===== src/rtl/regbank_access_ctrl.sv =====
// +--------------------------------------------------------------------------+
// | regbank_access_ctrl: two-port arbiter and rd/rd_latch/write sequencer     |
// |                      for a shared register bank. Rev 1.0                 |
// +--------------------------------------------------------------------------+
`default_nettype none

module regbank_access_ctrl #(
  parameter int NREG = 8,
  parameter int AW   = 3,
  parameter int W    = 8
) (
  input  logic            clk,
  input  logic            clr,
  input  logic            a_req,
  input  logic            a_we,
  input  logic [AW-1:0]   a_addr,
  input  logic [W-1:0]    a_wdata,
  output logic            a_ack,
  output logic [W-1:0]    a_rdata,
  input  logic            b_req,
  input  logic            b_we,
  input  logic [AW-1:0]   b_addr,
  input  logic [W-1:0]    b_wdata,
  output logic            b_ack,
  output logic [W-1:0]    b_rdata,
  output logic [NREG-1:0] sel,
  output logic            rd,
  output logic            rd_latch,
  output logic            wr_stb,
  output logic [W-1:0]    wdata,
  input  logic [W-1:0]    rbus,
  output logic            busy,
  output logic            owner_b
);

  typedef enum logic [3:0] {
    S_IDLE   = 4'd0,
    S_R_SEL  = 4'd1,
    S_R_RD   = 4'd2,
    S_R_LAT  = 4'd3,
    S_R_HOLD = 4'd4,
    S_R_REL1 = 4'd5,
    S_R_REL2 = 4'd6,
    S_R_REL3 = 4'd7,
    S_W_SEL  = 4'd8,
    S_W_STB  = 4'd9,
    S_W_DONE = 4'd10
  } state_t;

  state_t          state_q, state_d;
  logic [AW-1:0]   addr_q, addr_d;
  logic            last_b_q, last_b_d;
  logic            owner_b_q, owner_b_d;
  logic [W-1:0]    wdata_q, wdata_d;
  logic [W-1:0]    rbuf_q, rbuf_d;
  logic [W-1:0]    a_rdata_q, a_rdata_d;
  logic [W-1:0]    b_rdata_q, b_rdata_d;
  logic [NREG-1:0] sel_q, sel_d;
  logic            rd_q, rd_d;
  logic            rd_latch_q, rd_latch_d;
  logic            wr_stb_q, wr_stb_d;
  logic            a_ack_q, a_ack_d;
  logic            b_ack_q, b_ack_d;
  logic            busy_q, busy_d;

  logic            gnt_a, gnt_b, gnt_we;
  logic [AW-1:0]   gnt_addr;
  logic [W-1:0]    gnt_wdata;
  logic            done;

  // Out-of-range addresses decode to an all-zero select.
  function automatic logic [NREG-1:0] onehot(input logic [AW-1:0] a);
    logic [NREG-1:0] v;
    v = '0;
    for (int i = 0; i < NREG; i++) begin
      if (a == AW'(i)) v[i] = 1'b1;
    end
    return v;
  endfunction

  always_comb begin
    state_d    = state_q;
    addr_d     = addr_q;
    last_b_d   = last_b_q;
    owner_b_d  = owner_b_q;
    wdata_d    = wdata_q;
    rbuf_d     = rbuf_q;
    a_rdata_d  = a_rdata_q;
    b_rdata_d  = b_rdata_q;

    // Round robin: on a tie the port not granted last wins.
    gnt_a      = a_req & (~b_req | last_b_q);
    gnt_b      = b_req & (~a_req | ~last_b_q);
    gnt_we     = gnt_b ? b_we : a_we;
    gnt_addr   = gnt_b ? b_addr : a_addr;
    gnt_wdata  = gnt_b ? b_wdata : a_wdata;

    case (state_q)
      S_IDLE: begin
        if (gnt_a || gnt_b) begin
          state_d   = gnt_we ? S_W_SEL : S_R_SEL;
          addr_d    = gnt_addr;
          last_b_d  = gnt_b;
          owner_b_d = gnt_b;
          if (gnt_we) wdata_d = gnt_wdata;
        end
      end
      S_R_SEL:  state_d = S_R_RD;
      S_R_RD:   state_d = S_R_LAT;
      S_R_LAT:  state_d = S_R_HOLD;
      S_R_HOLD: begin
        state_d = S_R_REL1;
        rbuf_d  = (|sel_q) ? rbus : '0;
      end
      S_R_REL1: state_d = S_R_REL2;
      S_R_REL2: state_d = S_R_REL3;
      S_R_REL3: state_d = S_IDLE;
      S_W_SEL:  state_d = S_W_STB;
      S_W_STB:  state_d = S_W_DONE;
      S_W_DONE: state_d = S_IDLE;
      default:  state_d = S_IDLE;
    endcase

    // Outputs are decoded from the next state so they register in step with it.
    sel_d      = (state_d != S_IDLE) ? onehot(addr_d) : '0;
    rd_d       = (state_d == S_R_RD) || (state_d == S_R_LAT) ||
                 (state_d == S_R_HOLD) || (state_d == S_R_REL1);
    rd_latch_d = (state_d == S_R_LAT) || (state_d == S_R_REL1) ||
                 (state_d == S_R_REL2);
    wr_stb_d   = (state_d == S_W_STB);
    busy_d     = (state_d != S_IDLE);
    done       = (state_d == S_R_REL3) || (state_d == S_W_DONE);
    a_ack_d    = done & ~owner_b_d;
    b_ack_d    = done & owner_b_d;

    // Read data reaches the port only with the ack, so it holds until then.
    if (state_d == S_R_REL3) begin
      if (owner_b_d) b_rdata_d = rbuf_q;
      else           a_rdata_d = rbuf_q;
    end
  end

  always_ff @(posedge clk or negedge clr) begin
    if (!clr) begin
      state_q    <= S_IDLE;
      addr_q     <= '0;
      last_b_q   <= 1'b1;
      owner_b_q  <= 1'b0;
      wdata_q    <= '0;
      rbuf_q     <= '0;
      a_rdata_q  <= '0;
      b_rdata_q  <= '0;
      sel_q      <= '0;
      rd_q       <= 1'b0;
      rd_latch_q <= 1'b0;
      wr_stb_q   <= 1'b0;
      a_ack_q    <= 1'b0;
      b_ack_q    <= 1'b0;
      busy_q     <= 1'b0;
    end else begin
      state_q    <= state_d;
      addr_q     <= addr_d;
      last_b_q   <= last_b_d;
      owner_b_q  <= owner_b_d;
      wdata_q    <= wdata_d;
      rbuf_q     <= rbuf_d;
      a_rdata_q  <= a_rdata_d;
      b_rdata_q  <= b_rdata_d;
      sel_q      <= sel_d;
      rd_q       <= rd_d;
      rd_latch_q <= rd_latch_d;
      wr_stb_q   <= wr_stb_d;
      a_ack_q    <= a_ack_d;
      b_ack_q    <= b_ack_d;
      busy_q     <= busy_d;
    end
  end

  assign sel      = sel_q;
  assign rd       = rd_q;
  assign rd_latch = rd_latch_q;
  assign wr_stb   = wr_stb_q;
  assign wdata    = wdata_q;
  assign a_ack    = a_ack_q;
  assign b_ack    = b_ack_q;
  assign a_rdata  = a_rdata_q;
  assign b_rdata  = b_rdata_q;
  assign busy     = busy_q;
  assign owner_b  = owner_b_q;

endmodule

`default_nettype wire


===== config.mk =====
export PLATFORM = sky130hd
export DESIGN_NAME = regbank_access_ctrl
export DESIGN_NICKNAME = d
export VERILOG_FILES = /design/src/rtl/regbank_access_ctrl.sv
export SDC_FILE = /design/constraint.sdc
export NUM_CORES = 1
export LEC_CHECK = 0
export CORE_ASPECT_RATIO = 0.6
export CORE_UTILIZATION = 37
export DETAILED_ROUTE_END_ITERATION = 7
export PLACE_DENSITY_LB_ADDON = 0.1
export SKIP_LAST_GASP = 1
export SYNTH_ARGS = -nofsm -noshare
export SYNTH_HDL_FRONTEND = slang
export SYNTH_SLANG_ARGS = --single-unit
export TNS_END_PERCENT = 20

===== constraint.sdc =====
create_clock -name clk -period 2.9 [get_ports clk]
set_input_delay 0.87 -clock clk [delete_from_list [all_inputs] [get_ports clk]]
set_output_delay 0.87 -clock clk [all_outputs]
set_load 0.01 [all_outputs]

* Word level (Yosys, flattened, before mapping)
Index checks and enable logic that the tools add are counted.
** Word-level totals
- Output and inout port bits :: 39
- Logic and storage cells :: 83
- Register bits after elaboration :: 55
- Bits of input ports :: 36
** Cells by class
- Bitwise operators :: 10
- Reduce and logical (&&, ||, !) cells :: 15
- Muxes and demuxes :: 20
- Equal/unequal tests :: 23
** Operators with widths (count)
- 4-bit one-hot mux with 9 select lines :: 1
- 4-bit by 3-bit == test with 1-bit output (second input constant) :: 7
- 8-bit two-way mux :: 3
- 4-bit by 2-bit == test with 1-bit output (second input constant) :: 4
- 4-bit == test (second input constant) :: 4
- 3-bit == test (second input constant) :: 4
- 1-bit two-way mux :: 11
- 3-bit two-way mux :: 3
- 4-bit two-way mux :: 2
- 8-bit OR reduction :: 1
- 1-bit logical OR :: 7
- 3-bit by 2-bit == test with 1-bit output (second input constant) :: 2
- 2-bit AND reduction :: 3
- 1-bit bitwise AND :: 4
- 4-bit by 1-bit == test with 1-bit output (second input constant) :: 1
- 4-bit zero test :: 1
- 1-bit inverter :: 4
- 4-bit nonzero test :: 1
- 3-bit by 1-bit == test with 1-bit output (second input constant) :: 1
- 3-bit zero test :: 1
- 3-bit AND reduction :: 1
- 1-bit bitwise OR :: 2

* Longest topological paths before layout
Gate-level depths: netlist of run 1.
- Word-level depth :: 11
- Depth in mapped cells :: 6
- Mapped depth without buffers :: 5

* Least setup slack after synthesis of run 1
No wires, ideal clock.
- Path type :: in2reg
- Start point :: input port b_req
- End point :: register wdata_q[0], in the netlist wdata[0]
- Arrival time :: 2.028 ns
- Data required time :: 2.775 ns
- Cell stages on the path :: 4
- Path buffers :: 0
- Library setup time :: 0.125 ns
- Slack :: 0.747 ns
- Path through :: a21boi_1 a32oi_1 nor2_4 mux2_2
** On the way
- Cells in the longest elaborated chain, start to end :: 5
- Elaborated cells on any way between the ends :: 8
- Classes of those cells :: mux: 2; bitwise: 4; reduce/logical: 2
** RTL lines
- start, declared :: RTL line 20 : input logic b_req,
- 1-bit inverter :: RTL line 92 : gnt_a = a_req & (~b_req | last_b_q);
- 1-bit bitwise OR :: RTL line 92
- 1-bit bitwise AND :: RTL line 92
- 1-bit logical OR :: RTL line 100 : if (gnt_a || gnt_b) begin
- 3-bit AND reduction (no line)
- end signal, assigned :: RTL line 165 : wdata_q <= wdata_d;
- end, declared :: RTL line 54 : logic [W-1:0] wdata_q, wdata_d;
Parallel ways exist; a longest one is shown, timed or not.
A chain may end at the register's enable or synchronous reset.

* Final worst setup path of run 1
- Start point :: input port b_req
- End point :: register sel_q[0], in the netlist sel[0]
** On the way
- Cells in the longest elaborated chain, start to end :: 9
- Elaborated cells on any way between the ends :: 16
- Classes of those cells :: mux: 9; bitwise: 4; reduce/logical: 3
** RTL lines
- 1-bit inverter :: RTL line 92
- 1-bit bitwise OR :: RTL line 92
- 1-bit bitwise AND :: RTL line 92
- 1-bit logical OR :: RTL line 100
- 3-bit two-way mux * :: RTL line 100
- 3-bit two-way mux * :: RTL line 98 : case (state_q)
- named net addr_d[0] :: RTL line 51 : logic [AW-1:0] addr_q, addr_d;
- 3-bit zero test * :: RTL line 76 : if (a == AW'(i)) v[i] = 1'b1;
- 1-bit two-way mux * :: RTL line 76
- 8-bit two-way mux * :: RTL line 125 : sel_d = (state_d != S_IDLE) ? onehot(addr_d) : '0;
- named net sel_d[0] :: RTL line 58 : logic [NREG-1:0] sel_q, sel_d;
- end signal, assigned :: RTL line 169 : sel_q <= sel_d;
- end, declared :: RTL line 58
The timed path passes the listed nets; every way through them passes the cells marked *.

==> results_dict.tcl, run 1 <==
set metrics [dict create \
    vias_per_cell 4.919 \
    track_usage 0.1746 \
    core_area_um2 5754 \
    crit_path_end_kind "flip-flop" \
    stdcell_count 347 \
    syn_to_final_growth_pct 41.63 \
    yosysUniqueCellTypes 36 \
    p_per_area_nw_per_um2 1004 \
    path_buf_inv 2 \
    fin_skew_ps 9.270 \
    die_w_um 103.5 \
    layout_commonest_cell "clkdlybuf4s50_1" \
    ys_warn_count 0 \
    tightest_slew_ps 704.2 \
    synth_edf_count 0 \
    finalSetupViolCount 0 \
    start_util 0.3975 \
    min-delay-start "wdata[3]" \
    drc_errors 0 \
    synth_nets 223 \
    dp_slack_ps 134.6 \
    post_dp_cell_area_um2 3133 \
    rsz0062_at_grt "no" \
    holdPathStages 1 \
    clkTransAtPathRegs_ps 90 \
    slowest_stage "clkdlybuf4s50_1" \
    max_stage_delay_ps 540 \
    layout_setup_ws_ps 398.7 \
    crit_type "input port to flip-flop" \
    arrival_ps 2680 \
    insertion_delay_ps 300 \
    crit_chain "clkdlybuf4s50_1, a21bo_2, o32a_1, o22ai_2, inv_1, nor4_1" \
    antenna-diode-count 0 \
    port_buffers 74 \
    cts_inserted_buffers 5 \
    cpLargestDelayFamily "compound AO/OA/AOI/OAI gates" \
    gp_congestion 0.7854 \
    r2r_slack_ps 670 \
    syn_avg_cell_area_um2 12.23 \
    async_flop_share 1.000 \
    synth_seq_cells 55 \
    grt_use_met2 0.2332 \
    synth_ff_type "dfrtp_1" \
    cp_max_fo 12 \
    fin_setup_tns_ps 0 \
    outcome "complete, no violations" \
    drv_slew 0 \
    reg2reg_from "state_q[1]" \
    postCtsSetupRepairBufs 0 \
    placedCellCount 340 \
    wl_per_cell_um 14.73 \
    syn_inst 187 \
    fp.dieH_um 62.90 \
    grt_pass1_vias 1736 \
    fin_crit_sh 0.8625 \
    die_area_um2 6510 \
    grt_use_met3 0.04484 \
    fin_nets 303 \
    required_ps 3080 \
    cts.sinks 55 \
    hold_viol 0 \
    drtIter0Drc 61 \
    ys_seq_area_frac 0.6023 \
    p_leak_uw 0.001429 \
    htreeDepth 2 \
    min_path_type "flip-flop to flip-flop" \
    top_usage_layer "met1" \
    synthesis.area_um2 2287 \
    pin_count 75 \
    whs_endpoint "wdata[3]" \
    cts_hold_buf 0 \
    hpwl_um 3733 \
    grt_util_met1 0.2767 \
    num_vias 1707 \
    vdd_drop_max_uv 422.6 \
    max_slew_margin 0.5306 \
    cts_tree "built" \
    grt_pass1_wl_um 8866 \
    clockRootBuffer "clkbuf_8" \
    worst_setup_path_start_kind "input port" \
    antenna_found_initial 0 \
    cap_viol_max_count 0 \
    ant_nets 0 \
    r2r_end "sel[0]" \
    cts_resized 0 \
    layout-drive-gt1-share 0.1760 \
    final_cell_mix "73 x clkdlybuf4s50_1, 54 x dfrtp_1, 29 x nand2_1" \
    totalWireLength_um 5111 \
    drt_pass1_iterations 4 \
    fin_area_um2 3239 \
    rows 21 \
    ff2ff_path_depth 4 \
    finalCriticalPeriod_ps 2501 \
    fmax_mhz 399.8 \
    grt_overflow 0 \
    clockBufferDepth 2 \
    grt_max_degree 29 \
]
[sequential cells by signal (all words and copies together), names as in the netlist]
signal	count
wdata	8
a_ack	1
a_rdata	8
wr_stb	1
b_rdata	8
busy	1
state_q	4
sel	8
b_ack	1
rbuf_q	8
last_b_q	1
rd	1
owner_b	1
addr_q	3
rd_latch	1
[worst register-to-register path, cell delays in order, from the launching register on]
cell and delay, ps:
dfrtp_1 530, or4_1 800, o22ai_2 290, inv_1 160, nor4_1 330
[synth_stat cells (all sizes together) (2+ instances only)]
master	instances	area, um^2
o32a	3	30.03
a22oi	2	15.01
nor2b	3	18.77
nor2	12	60.06
a22o	8	70.07
clkbuf	5	18.77
nand2	29	108.9
o21ai	4	20.01
dfrtp	54	1351
nand3b	2	15.01
o22ai	3	45.04
a21oi	2	10.01
buf	2	16.26
nor4	12	75.07
mux2	24	270.3
inv	7	26.28
[through the flow]
stage | total power, uW | hold WS [ps] | utilization
2_1_floorplan | 2105 | 486.1 | -
3_3_place_gp | 2766 | 489.4 | 0.5445
3_5_place_dp | 2770 | 494.5 | 0.5445
4_1_cts | 3278 | 516.0 | 0.5629
5_1_grt | 3485 | 531.9 | 0.5629
6_report | 3251 | 510.7 | 0.5629
[cell families after synthesis]
family | share of synthesized area
simple gates | 0.1362
flops | 0.6023
compound gates | 0.1045
mux | 0.1225
buf+inv | 0.02681
xor+xnor | 0.007660
[report_power, final]
group	switching, uW	internal (uW)
logic	658	790
clock network	243	253
registers	223	1080
total	1120	2130
[routing by layer]
layer / wire length [um] / vias up
li1: - / 823
met1: 2858 / 848
met2: 2031 / 34
met3: 202 / 2
met4: 19 / 0
met5: 0 / -
[worst max-delay path by stage]
stage,start,slack [ps],endpoint,cells past startpoint
after floorplan,b_req,750,wdata[0],4
after global routing,b_req,340,sel[0],6
after detailed placement,b_req,130,sel[0],6
after CTS,b_req,410,sel[0],6
after global placement,b_req,190,sel[2],6
final,b_req,400,sel[0],6
[cell type report]
| class | count | area, um^2 |
|---|---|---|
| clock inverter | 2 | 37.54 |
| sequential | 55 | 1378 |
| inverter | 7 | 26.28 |
| timing repair buffer | 80 | 780.7 |
| multi-input combinational | 118 | 848.3 |
| clock buffer | 5 | 68.82 |
| fill | 501 | 2515 |
| tap | 80 | 100.1 |
(Power assumes the default switching activity.)
==> run 2, diff against run 1 <==
Settings changed: ABC_AREA from default to 1, SLEW_MARGIN from default to 40.
==> run 2 against run 1 <==
  * Critical path depth is 4 higher
  * Cell count rose by 34%
  * Sequential cell count unchanged
  * Global-route usage decreased by 0.083 points
  * Core utilization fell by 2.9 points
  * Sequential power hardly changed
  * Non-clock buffer count shrank 3
  * Clock skew shrank 2.9 ps
  * Routed wire length grew 13%
  * Critical endpoint is now a_rdata[3]
  * Largest cell class unchanged
  * Highest routed layer unchanged
==> results_dict.tcl, run 2 <==
set metrics [dict create \
    layout_setup_ws_ps 611.4 \
    insertion_delay_ps 290 \
    fin_skew_ps 6.331 \
    outcome "complete, no violations" \
    synth_edf_count 0 \
    grt_pass1_wl_um 9563 \
    syn_avg_cell_area_um2 8.566 \
    final_cell_mix "113 x nand2_1, 73 x clkdlybuf4s50_1, 54 x dfrtp_1" \
    ant_nets 0 \
    cap_viol_max_count 0 \
    core_area_um2 6676 \
    ys_seq_area_frac 0.5379 \
    layout_commonest_cell "nand2_1" \
    cts.sinks 55 \
    reg2reg_from "state_q[0]" \
    antenna_found_initial 0 \
    grt_max_degree 35 \
    async_flop_share 1.000 \
    cts_tree "built" \
    die_w_um 109.4 \
    crit_chain "clkdlybuf4s50_1, nor2_4, inv_2, nand3_4, nand2_2, nand2_4, inv_4, nand2_4, nand2_1, nand2_1" \
    synthesis.area_um2 2561 \
    syn_inst 299 \
    finalSetupViolCount 0 \
    n_fill_cell 659 \
    p_leak_uw 0.001783 \
    min_path_type "flip-flop to flip-flop" \
    gp_congestion 0.8502 \
    rows 23 \
    ys_warn_count 0 \
    ys_top_cells_by_area "dfrtp_1 53%, nand2_1 17%, nand3_1 6.4%" \
    drc_errors 0 \
    synth_seq_cells 55 \
    layout-drive-gt1-share 0.1164 \
    max_stage_delay_ps 760 \
    crit_type "input port to flip-flop" \
    p_per_area_nw_per_um2 1021 \
    drtIter0Drc 101 \
    post_dp_cell_area_um2 3387 \
    grt_overflow 0 \
    start_util 0.3836 \
    synth_top_area_share 0.5276 \
    grt_pass1_vias 1913 \
    intPower_uw 2238 \
    clkTransAtPathRegs_ps 70 \
    fp.dieH_um 66.45 \
    antenna-diode-count 0 \
    synth_most_common_cell "nand2_1" \
    required_ps 3090 \
    fin_area_um2 3565 \
    die_area_um2 7270 \
    pwr-share-clk 0.195 \
    wl_per_cell_um 12.38 \
    crit_path_start "b_req" \
    dp_slack_ps 299.0 \
    crit_path_end_kind "flip-flop" \
    pwr-share-comb 0.444 \
    clockRootBuffer "clkbuf_16" \
    totalWireLength_um 5755 \
    hold_viol 0 \
    synth_ff_type "dfrtp_1" \
    postCtsSetupRepairBufs 0 \
    hpwl_um 4444 \
    num_vias 2095 \
    totalPowerFinal_uw 3638 \
    finalCriticalPeriod_ps 2289 \
    fin_crit_sh 0.7892 \
    fmax_mhz 437.0 \
    p_sw_uw 1401 \
    fin_nets 413 \
    max_slew_margin 0.6094 \
    cts_hold_buf 0 \
    drt_pass1_iterations 4 \
    vdd_drop_max_uv 516.0 \
    port_buffers 74 \
    track_usage 0.1737 \
    drv_slew 0 \
    min-delay-start "a_rdata[0]" \
    yosysUniqueCellTypes 26 \
    fin_setup_tns_ps 0 \
    synthTopCellsByCount "113 x nand2_1, 54 x dfrtp_1, 33 x nand3_1, 22 x inv_1, 13 x nor2_1" \
    cts_inserted_buffers 5 \
    slowest_stage "clkdlybuf4s50_1" \
    clockBufferDepth 2 \
    tightest_slew_ps 585.3 \
    synth_top_area_cell "dfrtp_1" \
    synth_nets 335 \
    arrival_ps 2470 \
    htreeDepth 2 \
    seqPwrFrac 0.361 \
    swShare 0.3850 \
    cp_max_fo 10 \
    worst_setup_path_start_kind "input port" \
    vias_per_cell 4.505 \
    pin_count 75 \
    syn_to_final_growth_pct 39.18 \
    cts_resized 0 \
    rsz0062_at_grt "no" \
]
-- run 2: changes by cell type after synthesis, sizes merged, moves of 8 or more --
| cell | before | now |
|---|---|---|
| inv | 7 | 28 |
| nand2 | 29 | 127 |
| o21ai | 4 | 19 |
| nor2 | 12 | 21 |
| a22o | 8 | 0 |
| nand3 | 0 | 35 |
| mux2 | 24 | 0 |
| nor4 | 12 | 2 |
-- run 2: cell families after synthesis --
kind of cell,synth area share
buffers and inverters,0.06399
flip-flops,0.5379
AO/OA/AOI/OAI,0.04250
AND/OR/NAND/NOR,0.3556
-- run 2: path summary, 6_finish.rpt --
check,endpoint,slack (ps),depth (start not counted)
max,a_rdata[3],610,10
min,a_rdata[0],470,2
max reg2reg,b_rdata[6],1280,7
min reg2reg,a_rdata[0],470,2
max in group asynchronous,last_b_q,1730,2
min in group asynchronous,a_rdata[1],540,1
-- run 2: area by class of cell --
class | count | area, um^2 | area share
timing repair buffer | 77 | 770.7 | 0.2162
multi-input combinational | 210 | 1020 | 0.2861
clock buffer | 6 | 138.9 | 0.03896
inverter | 28 | 110.1 | 0.03089
clock inverter | 2 | 38.79 | 0.01088
sequential | 55 | 1378 | 0.3865
tap | 87 | 108.9 | 0.03054
-- run 2: critical path: cells and delay by family --
| family | cells | cell delay [ps] |
|---|---|---|
| buffers and inverters | 3 | 970 |
| and+or+nand+nor | 7 | 640 |
-- run 2: power by group through the flow --
stage,clock [uW],combinational [uW],sequential (uW)
finish,709,1610,1310
global route,754,1820,1350
CTS,729,1630,1310
detailed placement,0,1630,1320
global placement,0,1620,1330
floorplan,0,894,1360
-- run 2: metal layers --
metal,wire (um),share of wire,global-route usage,vias up
li1,-,-,-,1102
met1,3287,0.57,0.2890,951
met2,2233,0.39,0.2225,40
met3,221,0.038,0.03842,2
met4,13,0.0023,0.02667,0
met5,0,0,0,-
-- run 2: per-stage QoR --
step,cells,util,hold WS [ps]
floorplan,299,-,464.2
global route,465,0.5339,510.9
detailed placement,457,0.5073,463.8
global placement,457,0.5073,456.7
CTS,465,0.5339,481.8
finish,465,0.5339,473.2
